### config.mk
export PLATFORM = sky130hd
export DESIGN_NAME = mult_div_unit
export DESIGN_NICKNAME = d
export VERILOG_FILES = /design/src/rtl/mult_div_pkg.sv /design/src/rtl/div_step.sv /design/src/rtl/mult_div_unit.sv
export SDC_FILE = /design/constraint.sdc
export NUM_CORES = 1
export LEC_CHECK = 0
export ABC_CLOCK_PERIOD_IN_PS = 4700
export BUFFER_PORTS_ARGS = -buffer_cell sky130_fd_sc_hd__buf_2
export CORE_MARGIN = 2
export CORE_UTILIZATION = 63
export CTS_BUF_LIST = sky130_fd_sc_hd__clkbuf_2
export CTS_CLUSTER_DIAMETER = 100
export DETAILED_ROUTE_END_ITERATION = 12
export GPL_TIMING_DRIVEN = 0
export PLACE_DENSITY = 0.83
export SYNTH_ARGS = -nofsm -noshare
export SYNTH_HDL_FRONTEND = slang
export SYNTH_SLANG_ARGS = --single-unit
### constraint.sdc
create_clock -name clk -period 4.7 [get_ports clk]
set_input_delay 0.47 -clock clk [delete_from_list [all_inputs] [get_ports clk]]
set_output_delay 0.47 -clock clk [all_outputs]
set_load 0.03 [all_outputs]
### src/rtl/mult_div_pkg.sv
// Shared types, widths and helpers for the iterative multiply/divide unit.
package mult_div_pkg;

    localparam int unsigned DATA_W = 32;
    localparam int unsigned ITER   = DATA_W;
    localparam int unsigned XW     = DATA_W + 1;
    localparam int unsigned CNT_W  = $clog2(ITER);

    typedef enum logic [2:0] {
        ST_IDLE,
        ST_MULT,
        ST_DIV_CHK,
        ST_DIV,
        ST_FIX,
        ST_DONE_M,
        ST_DONE_D,
        ST_DZERO
    } state_e;

    // Magnitude of a value that is negative when sign is set; one extra bit holds |most-negative|.
    function automatic logic [XW-1:0] abs_ext(input logic [DATA_W-1:0] value, input logic sign);
        logic [XW-1:0] ext;
        ext = {sign, value};
        return sign ? (~ext + XW'(1)) : ext;
    endfunction

endpackage

### src/rtl/div_step.sv
// One restoring-division step: shift in the next dividend bit, subtract the divisor if it fits.
module div_step
    import mult_div_pkg::*;
(
    input  logic [XW-1:0]     i_rem,
    input  logic [DATA_W-1:0] i_quo,
    input  logic [XW-1:0]     i_dvs,
    output logic [XW-1:0]     o_rem_c,
    output logic [DATA_W-1:0] o_quo_c
);

    logic [XW:0] w_sh;
    logic        w_ge;

    always_comb begin
        w_sh    = {i_rem, i_quo[DATA_W-1]};
        w_ge    = (w_sh >= {1'b0, i_dvs});
        o_rem_c = w_ge ? XW'(w_sh - {1'b0, i_dvs}) : w_sh[XW-1:0];
        o_quo_c = {i_quo[DATA_W-2:0], w_ge};
    end

endmodule

### src/rtl/mult_div_unit.sv
// Iterative signed multiply (radix-2 Booth) / divide (restoring) unit producing HI/LO.
// Optional MULT_DIV_UNSIGNED_EN adds op_unsigned for multu/divu.
module mult_div_unit
    import mult_div_pkg::*;
(
    input  logic              clk,
    input  logic              reset,
    input  logic              mult_ctrl,
    input  logic              div_ctrl,
`ifdef MULT_DIV_UNSIGNED_EN
    input  logic              op_unsigned,
`endif
    input  logic [DATA_W-1:0] a,
    input  logic [DATA_W-1:0] b,
    output logic [DATA_W-1:0] hi,
    output logic [DATA_W-1:0] lo,
    output logic              mult_out,
    output logic              div_out,
    output logic              div_zero,
    output logic              busy
);

    state_e              r_state;
    state_e              w_state_nxt;
    logic                r_armed;
    logic                w_armed_nxt;
    logic                w_accept;
    logic                w_last;
    logic                w_mult_out_nxt;
    logic                w_div_out_nxt;
    logic                w_div_zero_nxt;

    logic [CNT_W-1:0]    r_cnt;
    logic [DATA_W-1:0]   r_a;
    logic [DATA_W-1:0]   r_b;
    logic [XW-1:0]       r_m;
    logic [XW-1:0]       r_phi;
    logic [DATA_W-1:0]   r_plo;
    logic                r_q1;
    logic [XW-1:0]       r_rem;
    logic [DATA_W-1:0]   r_quo;
    logic [XW-1:0]       r_dvs;
    logic                r_neg_q;
    logic                r_neg_r;
    logic [DATA_W-1:0]   r_hi;
    logic [DATA_W-1:0]   r_lo;
    logic                r_mult_out;
    logic                r_div_out;
    logic                r_div_zero;
    logic                r_busy;

    logic                w_uns;
    logic                w_uns_in;
    logic                w_sa;
    logic                w_sb;
    logic [XW:0]         w_pext;
    logic [XW:0]         w_mext;
    logic [XW:0]         w_bsum;
    logic [2*DATA_W-1:0] w_prod;
    logic [XW-1:0]       w_rem_nxt;
    logic [DATA_W-1:0]   w_quo_nxt;
    logic [DATA_W-1:0]   w_q_fix;
    logic [DATA_W-1:0]   w_r_fix;

`ifdef MULT_DIV_UNSIGNED_EN
    logic r_uns;

    always_ff @(posedge clk or negedge reset) begin
        if (!reset) begin
            r_uns <= 1'b0;
        end else if (w_accept) begin
            r_uns <= op_unsigned;
        end
    end

    assign w_uns    = r_uns;
    assign w_uns_in = op_unsigned;
`else
    assign w_uns    = 1'b0;
    assign w_uns_in = 1'b0;
`endif

    assign w_last = (r_cnt == CNT_W'(ITER - 1));
    assign w_sa   = !w_uns && r_a[DATA_W-1];
    assign w_sb   = !w_uns && r_b[DATA_W-1];

    // Next-state and done-pulse decode; armed blocks restart while the request is still held.
    always_comb begin
        w_state_nxt    = r_state;
        w_armed_nxt    = r_armed;
        w_accept       = 1'b0;
        w_mult_out_nxt = 1'b0;
        w_div_out_nxt  = 1'b0;
        w_div_zero_nxt = 1'b0;
        case (r_state)
            ST_IDLE: begin
                if (!mult_ctrl && !div_ctrl) begin
                    w_armed_nxt = 1'b1;
                end else if (r_armed) begin
                    w_accept    = 1'b1;
                    w_armed_nxt = 1'b0;
                    w_state_nxt = mult_ctrl ? ST_MULT : ST_DIV_CHK;
                end
            end
            ST_MULT:    if (w_last) w_state_nxt = ST_DONE_M;
            ST_DONE_M: begin
                w_mult_out_nxt = 1'b1;
                w_state_nxt    = ST_IDLE;
            end
            ST_DIV_CHK: w_state_nxt = (r_b == '0) ? ST_DZERO : ST_DIV;
            ST_DZERO: begin
                w_div_zero_nxt = 1'b1;
                w_state_nxt    = ST_IDLE;
            end
            ST_DIV:     if (w_last) w_state_nxt = ST_FIX;
            ST_FIX:     w_state_nxt = ST_DONE_D;
            ST_DONE_D: begin
                w_div_out_nxt = 1'b1;
                w_state_nxt   = ST_IDLE;
            end
            default:    w_state_nxt = ST_IDLE;
        endcase
    end

    always_ff @(posedge clk or negedge reset) begin
        if (!reset) begin
            r_state    <= ST_IDLE;
            r_armed    <= 1'b0;
            r_mult_out <= 1'b0;
            r_div_out  <= 1'b0;
            r_div_zero <= 1'b0;
            r_busy     <= 1'b0;
        end else begin
            r_state    <= w_state_nxt;
            r_armed    <= w_armed_nxt;
            r_mult_out <= w_mult_out_nxt;
            r_div_out  <= w_div_out_nxt;
            r_div_zero <= w_div_zero_nxt;
            r_busy     <= (w_state_nxt != ST_IDLE);
        end
    end

    // Booth step on {P_hi, P_lo, q-1}; sum carries an extra bit so the arithmetic shift is exact.
    always_comb begin
        w_pext = {r_phi[XW-1], r_phi};
        w_mext = {r_m[XW-1], r_m};
        case ({r_plo[0], r_q1})
            2'b01:   w_bsum = w_pext + w_mext;
            2'b10:   w_bsum = w_pext - w_mext;
            default: w_bsum = w_pext;
        endcase
    end

    // Booth treats the multiplier as signed; an unsigned multiplier with its MSB set needs +M<<W.
    assign w_prod = {r_phi[DATA_W-1:0], r_plo}
                  + ((w_uns && r_b[DATA_W-1]) ? {r_m[DATA_W-1:0], {DATA_W{1'b0}}}
                                               : {(2*DATA_W){1'b0}});

    div_step u_div_step (
        .i_rem   (r_rem),
        .i_quo   (r_quo),
        .i_dvs   (r_dvs),
        .o_rem_c (w_rem_nxt),
        .o_quo_c (w_quo_nxt)
    );

    assign w_q_fix = r_neg_q ? (~r_quo + DATA_W'(1)) : r_quo;
    assign w_r_fix = r_neg_r ? (~r_rem[DATA_W-1:0] + DATA_W'(1)) : r_rem[DATA_W-1:0];

    always_ff @(posedge clk or negedge reset) begin
        if (!reset) begin
            r_cnt   <= '0;
            r_a     <= '0;
            r_b     <= '0;
            r_m     <= '0;
            r_phi   <= '0;
            r_plo   <= '0;
            r_q1    <= 1'b0;
            r_rem   <= '0;
            r_quo   <= '0;
            r_dvs   <= '0;
            r_neg_q <= 1'b0;
            r_neg_r <= 1'b0;
            r_hi    <= '0;
            r_lo    <= '0;
        end else begin
            case (r_state)
                ST_IDLE: begin
                    if (w_accept) begin
                        r_a   <= a;
                        r_b   <= b;
                        r_m   <= w_uns_in ? {1'b0, a} : {a[DATA_W-1], a};
                        r_phi <= '0;
                        r_plo <= b;
                        r_q1  <= 1'b0;
                        r_cnt <= '0;
                    end
                end
                ST_MULT: begin
                    r_phi <= w_bsum[XW:1];
                    r_plo <= {w_bsum[0], r_plo[DATA_W-1:1]};
                    r_q1  <= r_plo[0];
                    r_cnt <= r_cnt + CNT_W'(1);
                end
                ST_DONE_M: begin
                    r_hi <= w_prod[2*DATA_W-1:DATA_W];
                    r_lo <= w_prod[DATA_W-1:0];
                end
                ST_DIV_CHK: begin
                    if (r_b != '0) begin
                        r_rem   <= '0;
                        r_quo   <= DATA_W'(abs_ext(r_a, w_sa));
                        r_dvs   <= abs_ext(r_b, w_sb);
                        r_neg_q <= w_sa ^ w_sb;
                        r_neg_r <= w_sa;
                        r_cnt   <= '0;
                    end
                end
                ST_DIV: begin
                    r_rem <= w_rem_nxt;
                    r_quo <= w_quo_nxt;
                    r_cnt <= r_cnt + CNT_W'(1);
                end
                ST_FIX: begin
                    r_quo <= w_q_fix;
                    r_rem <= {1'b0, w_r_fix};
                end
                ST_DONE_D: begin
                    r_hi <= r_rem[DATA_W-1:0];
                    r_lo <= r_quo;
                end
                default: ;
            endcase
        end
    end

    assign hi       = r_hi;
    assign lo       = r_lo;
    assign mult_out = r_mult_out;
    assign div_out  = r_div_out;
    assign div_zero = r_div_zero;
    assign busy     = r_busy;

endmodule

==> results of run 1 <==
cells by family after synthesis:
group           after synthesis  share of synthesized area
buf+inv                     223                     0.0439
mux                          45                     0.0232
xor+xnor                    146                     0.0652
fa+ha+maj                    76                     0.0493
compound gates              619                      0.196
simple gates               1022                      0.230
flops                       307                      0.392
layout make-up:
class	count	area [µm²]
fill	2352	7950
sequential	307	7690
inverter	67	251
clock buffer	100	500
tap	396	495
multi-input combinational	1908	11400
clock inverter	34	174
buffer	155	607
timing repair buffer	219	1550
antenna	3	7.51
synth_stat cells, types with 9 or more instances:
master    instances
dfrtp_1         307
o21ai_0         191
a21o_1           43
nor3b_1          13
o22ai_1           9
a31oi_1          73
a22oi_1          33
o31ai_1          19
and2_1            9
a222oi_1          9
clkbuf_1        137
xor2_1           40
a221oi_1         13
buf_1            10
or3_1            13
o21bai_1         13
nand4_1          17
inv_1            67
xnor2_1         106
nor2_1          204
nor4_1           17
o21a_1           12
nor2b_1          18
ha_1             74
o211ai_1         10
mux2i_1          41
nand2b_1         24
nand3_1          77
or4_1            17
nor3_1           62
nand2_1         518
a21oi_1         135
worst register-to-register path: stages, from the launching register on:
cell       delay, ns
dfrtp_2         0.46
inv_1           0.14
ha_2            0.23
nand2_1         0.08
or3_4           0.39
nor3_4          0.21
and2_4          0.20
nand2_1         0.11
nor3_1          0.22
nor2_1          0.12
xnor2_2         0.38
ha_4            0.29
a21oi_1         0.16
o21ai_1         0.12
or2_2           0.34
nand2b_4        0.16
o2111ai_4       0.24
o21ai_2         0.12
o41ai_2         0.25
xnor2_1         0.16
mux2i_1         0.08
o21ai_1         0.14
state kept, by name (all words and copies together), names as in the netlist:
signal / flops
r_dvs: 33
r_phi: 33
r_rem: 33
hi: 32
lo: 32
r_b: 32
r_m: 32
r_plo: 32
r_quo: 32
r_cnt: 5
r_state: 3
busy: 1
div_out: 1
div_zero: 1
mult_out: 1
r_armed: 1
r_neg_q: 1
r_neg_r: 1
r_q1: 1
report_power, final:
part | leakage, µW | total (µW) | switching [µW] | internal [µW]
Combinational | 0.00629 | 7380 | 4430 | 2950
Sequential | 0.00394 | 4360 | 968 | 3390
Clock | 0.000490 | 1850 | 1210 | 648
what timing repair did:
item,in CTS,in global routing
endpoints found under the hold margin,265,0
gates resized for setup,26,34
cloned,0,0
pin swaps,5,13
hold buffers,70,0
buffers inserted,2,10
endpoints found under the setup margin,24,17
layer usage:
layer  up-vias  wire (µm)  track usage
met5         -          0            0
met4         0       3850        0.208
met3       266       6840       0.0829
met2      1272      29900        0.619
met1      9806      26300        0.533
li1       9176          -            -
path summary, 6_finish.rpt:
check / slack (ns) / end / cells past startpoint / start
setup / recovery: 0.02 / r_phi[30] / 21 / r_m[0]
max in group asynchronous: 2.85 / r_plo[8] / 5 / reset
hold reg to reg: 0.50 / hi[16] / 2 / hi[16]
hold / removal: 0.17 / r_m[15] / 4 / a[15]
setup reg to reg: 0.02 / r_phi[30] / 21 / r_m[0]
min in group asynchronous: 0.40 / r_phi[12] / 3 / reset
per-stage QoR:
step | instance area (µm²) | TNS (ns)
after global routing | 22600 | -0.707
final | 22600 | 0
after floorplan | 19600 | 0
after CTS | 22400 | -0.00469
after global placement | 20800 | -769.64
after detailed placement | 20800 | -5.60
==> results.ini, run 1 <==
[floorplanning]
ios = 136
die_h_um = 180
die_width_um = 180
initial_core_util = 0.641
core_um2 = 30600
rows = 64
die-area_um2 = 32500

[setup_path]
crit_path_max_incr_delay_ns = 0.46
critPathBufInv = 1
path_cells = inv_1, ha_2, nand2_1, or3_4, nor3_4, and2_4, nand2_1, nor3_1, nor2_1, xnor2_2, ha_4, a21oi_1, o21ai_1, or2_2, nand2b_4, o2111ai_4, o21ai_2, o41ai_2, xnor2_1, mux2i_1, o21ai_1
crit_type = register to register
critical-path-top-delay-family = simple AND/OR/NAND/NOR gates
crit_path_top_delay_cell = dfrtp_2
worstPathArrival_ns = 5.59
cp.required_ns = 5.61
end_kind = register
start_kind = register
path_max_fanout = 5

[place]
port_buffers = 135
dpl.cell_count = 2971
hpwl_mm = 48.3
pre_cts_slack_ns = -0.754
gp_congestion = 0.954

[pwr]
peakVddDrop_v = 0.000318
p_total_uw = 13600
p_per_area_nw_per_um2 = 600
power.static_leakage_uw = 0.0107

[drt]
dr.first_iter.drc_count = 2616
drtPass1Iterations = 10
drc_errors = 0
routedWlPerCell_um = 21.0
wl_mm = 66.9
ant_nets = 0
vias = 20500
viasPerCell = 6.43

[job]
maxCapViolCount = 0

[logic_synthesis]
synth_edf_count = 0
ys_types = 68
ys_ff_latch = 307
synth_cells = 2438
synth_area_um2 = 19600
synthArstFlopShare = 1.00
ys_warn_count = 0
synth_area_leaders = dfrtp_1 (39%), nand2_1 (9.9%), o21ai_0 (4.9%)
synth_area_per_cell_um2 = 8.04
ys.flop_type = dfrtp_1
synth_fp_nets = 2582
yosysTopAreaCell = dfrtp_1
netlist.area_leader.share = 0.392
seq_area_frac_synth = 0.392

[global_route]
grtUsageTotal = 0.400
grt_pass1_vias = 19300
grt_pass1_wl_mm = 103
antenna_found_initial = 3
grt_max_degree = 127
grt_overflow = 0

[hold_path]
hold_path_class = primary input to register

[timing]
clock.fmax_ghz = 0.214
fin_crit_sh = 0.996
worst_slew_pin_slew_ns = 1.21
min_period_ns = 4.68
setup_viol = 0
fin_ws_ns = 0.0171
maxSlewViolCount = 0
whs_ns = 0.171
relSlewSlack = 0.185
finalClockSkew_ns = 0.102
hold_violations = 0
grt_setup_unrepaired = true

[clocking]
tritoncts = yes
clk_latency_ns = 1.04
cts_inserted_buffers = 82
cts_buffer_depth = 3
clockRootBuffer = clkbuf_2
cts_num_sinks = 307
htreeDepth = 3
clk_pin_slew_worst_paths_ns = 0.11

[status]
outcome = finished, final reports clean

[final_layout]
fin_cells = 3189
final_cell_mix = nand2_1 (518), dfrtp_1 (304), nor2_1 (204)
final_net_count = 2884
final_common_cell = nand2_1
drive_gt1_frac = 0.120
final_core_util = 0.740
syn_to_final_growth_pct = 15.5

Power figures use the tool's default switching activity.
==> run 2: changes to the inputs <==
--- a/config.mk
+++ b/config.mk
@@ -7,13 +7,16 @@
 export LEC_CHECK = 0
 export ABC_CLOCK_PERIOD_IN_PS = 4700
 export BUFFER_PORTS_ARGS = -buffer_cell sky130_fd_sc_hd__buf_2
+export CELL_PAD_IN_SITES_DETAIL_PLACEMENT = 0
+export CELL_PAD_IN_SITES_GLOBAL_PLACEMENT = 1
 export CORE_MARGIN = 2
-export CORE_UTILIZATION = 63
+export CORE_UTILIZATION = 48
 export CTS_BUF_LIST = sky130_fd_sc_hd__clkbuf_2
 export CTS_CLUSTER_DIAMETER = 100
 export DETAILED_ROUTE_END_ITERATION = 12
 export GPL_TIMING_DRIVEN = 0
-export PLACE_DENSITY = 0.83
+export PLACE_DENSITY_LB_ADDON = 0.1
+export SETUP_SLACK_MARGIN = 0.5
 export SYNTH_ARGS = -nofsm -noshare
 export SYNTH_HDL_FRONTEND = slang
 export SYNTH_SLANG_ARGS = --single-unit
==> run 2 against run 1 <==
Worst setup slack better by 0.33 ns. Design area up 4.8%. Maximum frequency up 7.7%. Final cell count up 6.5%. Via count down 3.5%. Register-to-register slack better by 0.33 ns. Highest routed layer unchanged. First-iteration DRC count down 34%. Worst hold slack worse by 0.067 ns. Total power up 5.4%. Count of clock-buffer cells in the layout up 27. Sequential cell count unchanged.
==> results.ini, run 2 (synthesized netlist as in run 1, its figures left out) <==
[drt]
viasPerCell = 5.83  ; was 6.43
drtPass1Iterations = 5  ; was 10
routedWlPerCell_um = 21.2  ; was 21.0 µm
top_layer_used = met4  ; unchanged
drc_errors = 0  ; unchanged
wl_mm = 72.1  ; was 66.9 mm
ant_nets = 0  ; unchanged
wl_met2_mm = 33.6  ; was 29.9 mm
vias = 19800  ; was 20500
dr.first_iter.drc_count = 1732  ; was 2616
drt-met1-wl_mm = 31.3  ; was 26.3 mm
route.met3.wl_mm = 4.95  ; was 6.84 mm

[floorplanning]
core_um2 = 40600  ; was 30600 µm²
ios = 136  ; unchanged
rows = 74  ; was 64
die_h_um = 206  ; was 180 µm
initial_core_util = 0.483  ; was 0.641
die-area_um2 = 42500  ; was 32500 µm²
die_width_um = 206  ; was 180 µm

[final_layout]
final_net_count = 2940  ; was 2884
final_common_cell = nand2_1  ; unchanged
drive_gt1_frac = 0.164  ; was 0.120
fin_cells = 3396  ; was 3189
syn_to_final_growth_pct = 21.0  ; was 15.5%
num-fill-cells = 3861  ; was 2352
reg.largest.list = r_dvs (33), r_phi (33), r_rem (33)  ; unchanged
final_cell_mix = nand2_1 (516), dfrtp_1 (301), nor2_1 (200)  ; was nand2_1 (518), dfrtp_1 (304), nor2_1 (204)
final_core_util = 0.585  ; was 0.740

[timing]
grt_setup_unrepaired = true  ; unchanged
setup_viol = 0  ; unchanged
min_period_ns = 4.35  ; was 4.68 ns
fin_crit_sh = 0.926  ; was 0.996
maxSlewViolCount = 0  ; unchanged
finalClockSkew_ns = 0.0948  ; was 0.102 ns
clock.fmax_ghz = 0.230  ; was 0.214 GHz
worst_slew_pin_slew_ns = 1.09  ; was 1.21 ns
hold_violations = 0  ; unchanged
relSlewSlack = 0.273  ; was 0.185
whs_ns = 0.104  ; was 0.171 ns

[setup_path]
worstPathArrival_ns = 5.31  ; was 5.59 ns
cp.required_ns = 5.66  ; was 5.61 ns
critical-path-top-delay-family = compound AO/OA/AOI/OAI gates  ; was simple AND/OR/NAND/NOR gates
crit_path_top_delay_cell = or4_4  ; was dfrtp_2
cpMostUsedCell = nor2_1
critPathBufInv = 1  ; unchanged
path_cells = nor2_4, nand3_2, or4_4, buf_8, nor2_1, nand2_2, nor2_1, nor2_1, xnor2_2, ha_1, a21oi_1, o21ai_2, o21ai_1, a21oi_2, o2111ai_4, o2111ai_1, a31oi_1, xor2_1, o211ai_1, o31ai_1  ; was inv_1, ha_2, nand2_1, or3_4, nor3_4, and2_4, nand2_1, nor3_1, nor2_1, xnor2_2, ha_4, a21oi_1, o21ai_1, or2_2, nand2b_4, o2111ai_4, o21ai_2, o41ai_2, xnor2_1, mux2i_1, o21ai_1
end_kind = register  ; unchanged
start_kind = register  ; unchanged
crit_path_max_incr_delay_ns = 0.55  ; was 0.46 ns
crit_type = register to register  ; unchanged
path_max_fanout = 7  ; was 5

[global_route]
grt_overflow = 0  ; unchanged
grt_pass1_wl_mm = 108  ; was 103 mm
grt_pass1_vias = 18800  ; was 19300
antenna_found_initial = 2  ; was 3
grtUsageTotal = 0.338  ; was 0.400
grt_max_degree = 116  ; was 127

[hold_path]
hold_path_class = primary input to register  ; unchanged

[clocking]
cts_inserted_buffers = 88  ; was 82
tritoncts = yes  ; unchanged
cts_num_sinks = 307  ; unchanged
clk_pin_slew_worst_paths_ns = 0.12  ; was 0.11 ns
htreeDepth = 3  ; unchanged
clockRootBuffer = clkbuf_2  ; unchanged
cts_buffer_depth = 3  ; unchanged
clk_latency_ns = 1.09  ; was 1.04 ns

[pwr]
p_per_area_nw_per_um2 = 604  ; was 600 nW/µm²
peakVddDrop_v = 0.000314  ; was 0.000318 V
power.static_leakage_uw = 0.0112  ; was 0.0107 µW

[place]
hpwl_mm = 52.9  ; was 48.3 mm
gp_congestion = 0.908  ; was 0.954
dpl.cell_count = 3107  ; was 2971
port_buffers = 135  ; unchanged

[status]
outcome = finished, final reports clean  ; unchanged

[job]
maxCapViolCount = 0  ; unchanged

## run 2: cell types whose count changed in the layout (fill, tap and decap cells not counted), moves of 8 or more
cell,before,now
clkbuf_2,101,132
buf_4,12,41
buf_6,2,23
a21oi_1,134,124
a21oi_2,1,11
clkinv_1,25,15
o21ai_0,184,174
clkbuf_1,135,127
o21ai_1,6,14
## run 2: area by class of cell
cell class,count,area [µm²],share of cell area
tap,532,666,0.0281
buffer,156,638,0.0269
clock buffer,127,636,0.0268
multi-input combinational,1908,11700,0.491
inverter,67,251,0.0106
timing repair buffer,268,2000,0.0841
sequential,307,7690,0.324
clock inverter,28,183,0.00770
antenna,3,7.51,0.000316
## run 2: repair_timing
action / 4_1_cts / 5_1_grt
pin swaps: 37 / 50
endpoints found under the hold margin: 263 / 0
hold buffers: 70 / 0
buffers inserted: 42 / 19
resized for setup: 84 / 83
endpoints found under the setup margin: 50 / 69
## run 2: report_power, final
part	total, µW	switching, µW	internal (µW)
Clock	2110	1270	843
Sequential	4370	975	3390
Combinational	7860	4570	3300
Total	14300	6810	7530
## run 2: worst paths after layout
kind | startpoint | end | slack [ns] | cells after the start
max | r_m[2] | r_phi[32] | 0.35 | 20
min in group asynchronous | reset | r_m[3] | 0.45 | 3
max reg2reg | r_m[2] | r_phi[32] | 0.35 | 20
min | a[7] | r_m[7] | 0.10 | 4
min reg2reg | r_plo[2] | r_plo[2] | 0.50 | 2
max in group asynchronous | reset | lo[11] | 2.79 | 5
## run 2: worst reg2reg max path: stages (launching register included)
cell and delay (ns):
dfrtp_2 0.46, nor2_4 0.13, nand3_2 0.09, or4_4 0.55, buf_8 0.16, nor2_1 0.12, nand2_2 0.10, nor2_1 0.10
nor2_1 0.07, xnor2_2 0.36, ha_1 0.35, a21oi_1 0.11, o21ai_2 0.22, o21ai_1 0.14, a21oi_2 0.22, o2111ai_4 0.17
o2111ai_1 0.26, a31oi_1 0.14, xor2_1 0.19, o211ai_1 0.17, o31ai_1 0.09
## run 2: metrics by stage
step                setup slack, ns  instance area (µm²)  total power (µW)  TNS (ns)
floorplan                     0.523                19600              9120         0
global placement              -2.89                21000             11000   -880.25
detailed placement           -0.474                21000             11100     -2.35
CTS                           0.335                23300             13800         0
global route                  0.199                23700             15400         0
finish                        0.350                23700             14300         0
## run 2: routing by layer
layer	vias up	track usage
li1	9305	-
met1	9644	0.455
met2	724	0.542
met3	139	0.0664
met4	0	0.124
met5	-	0
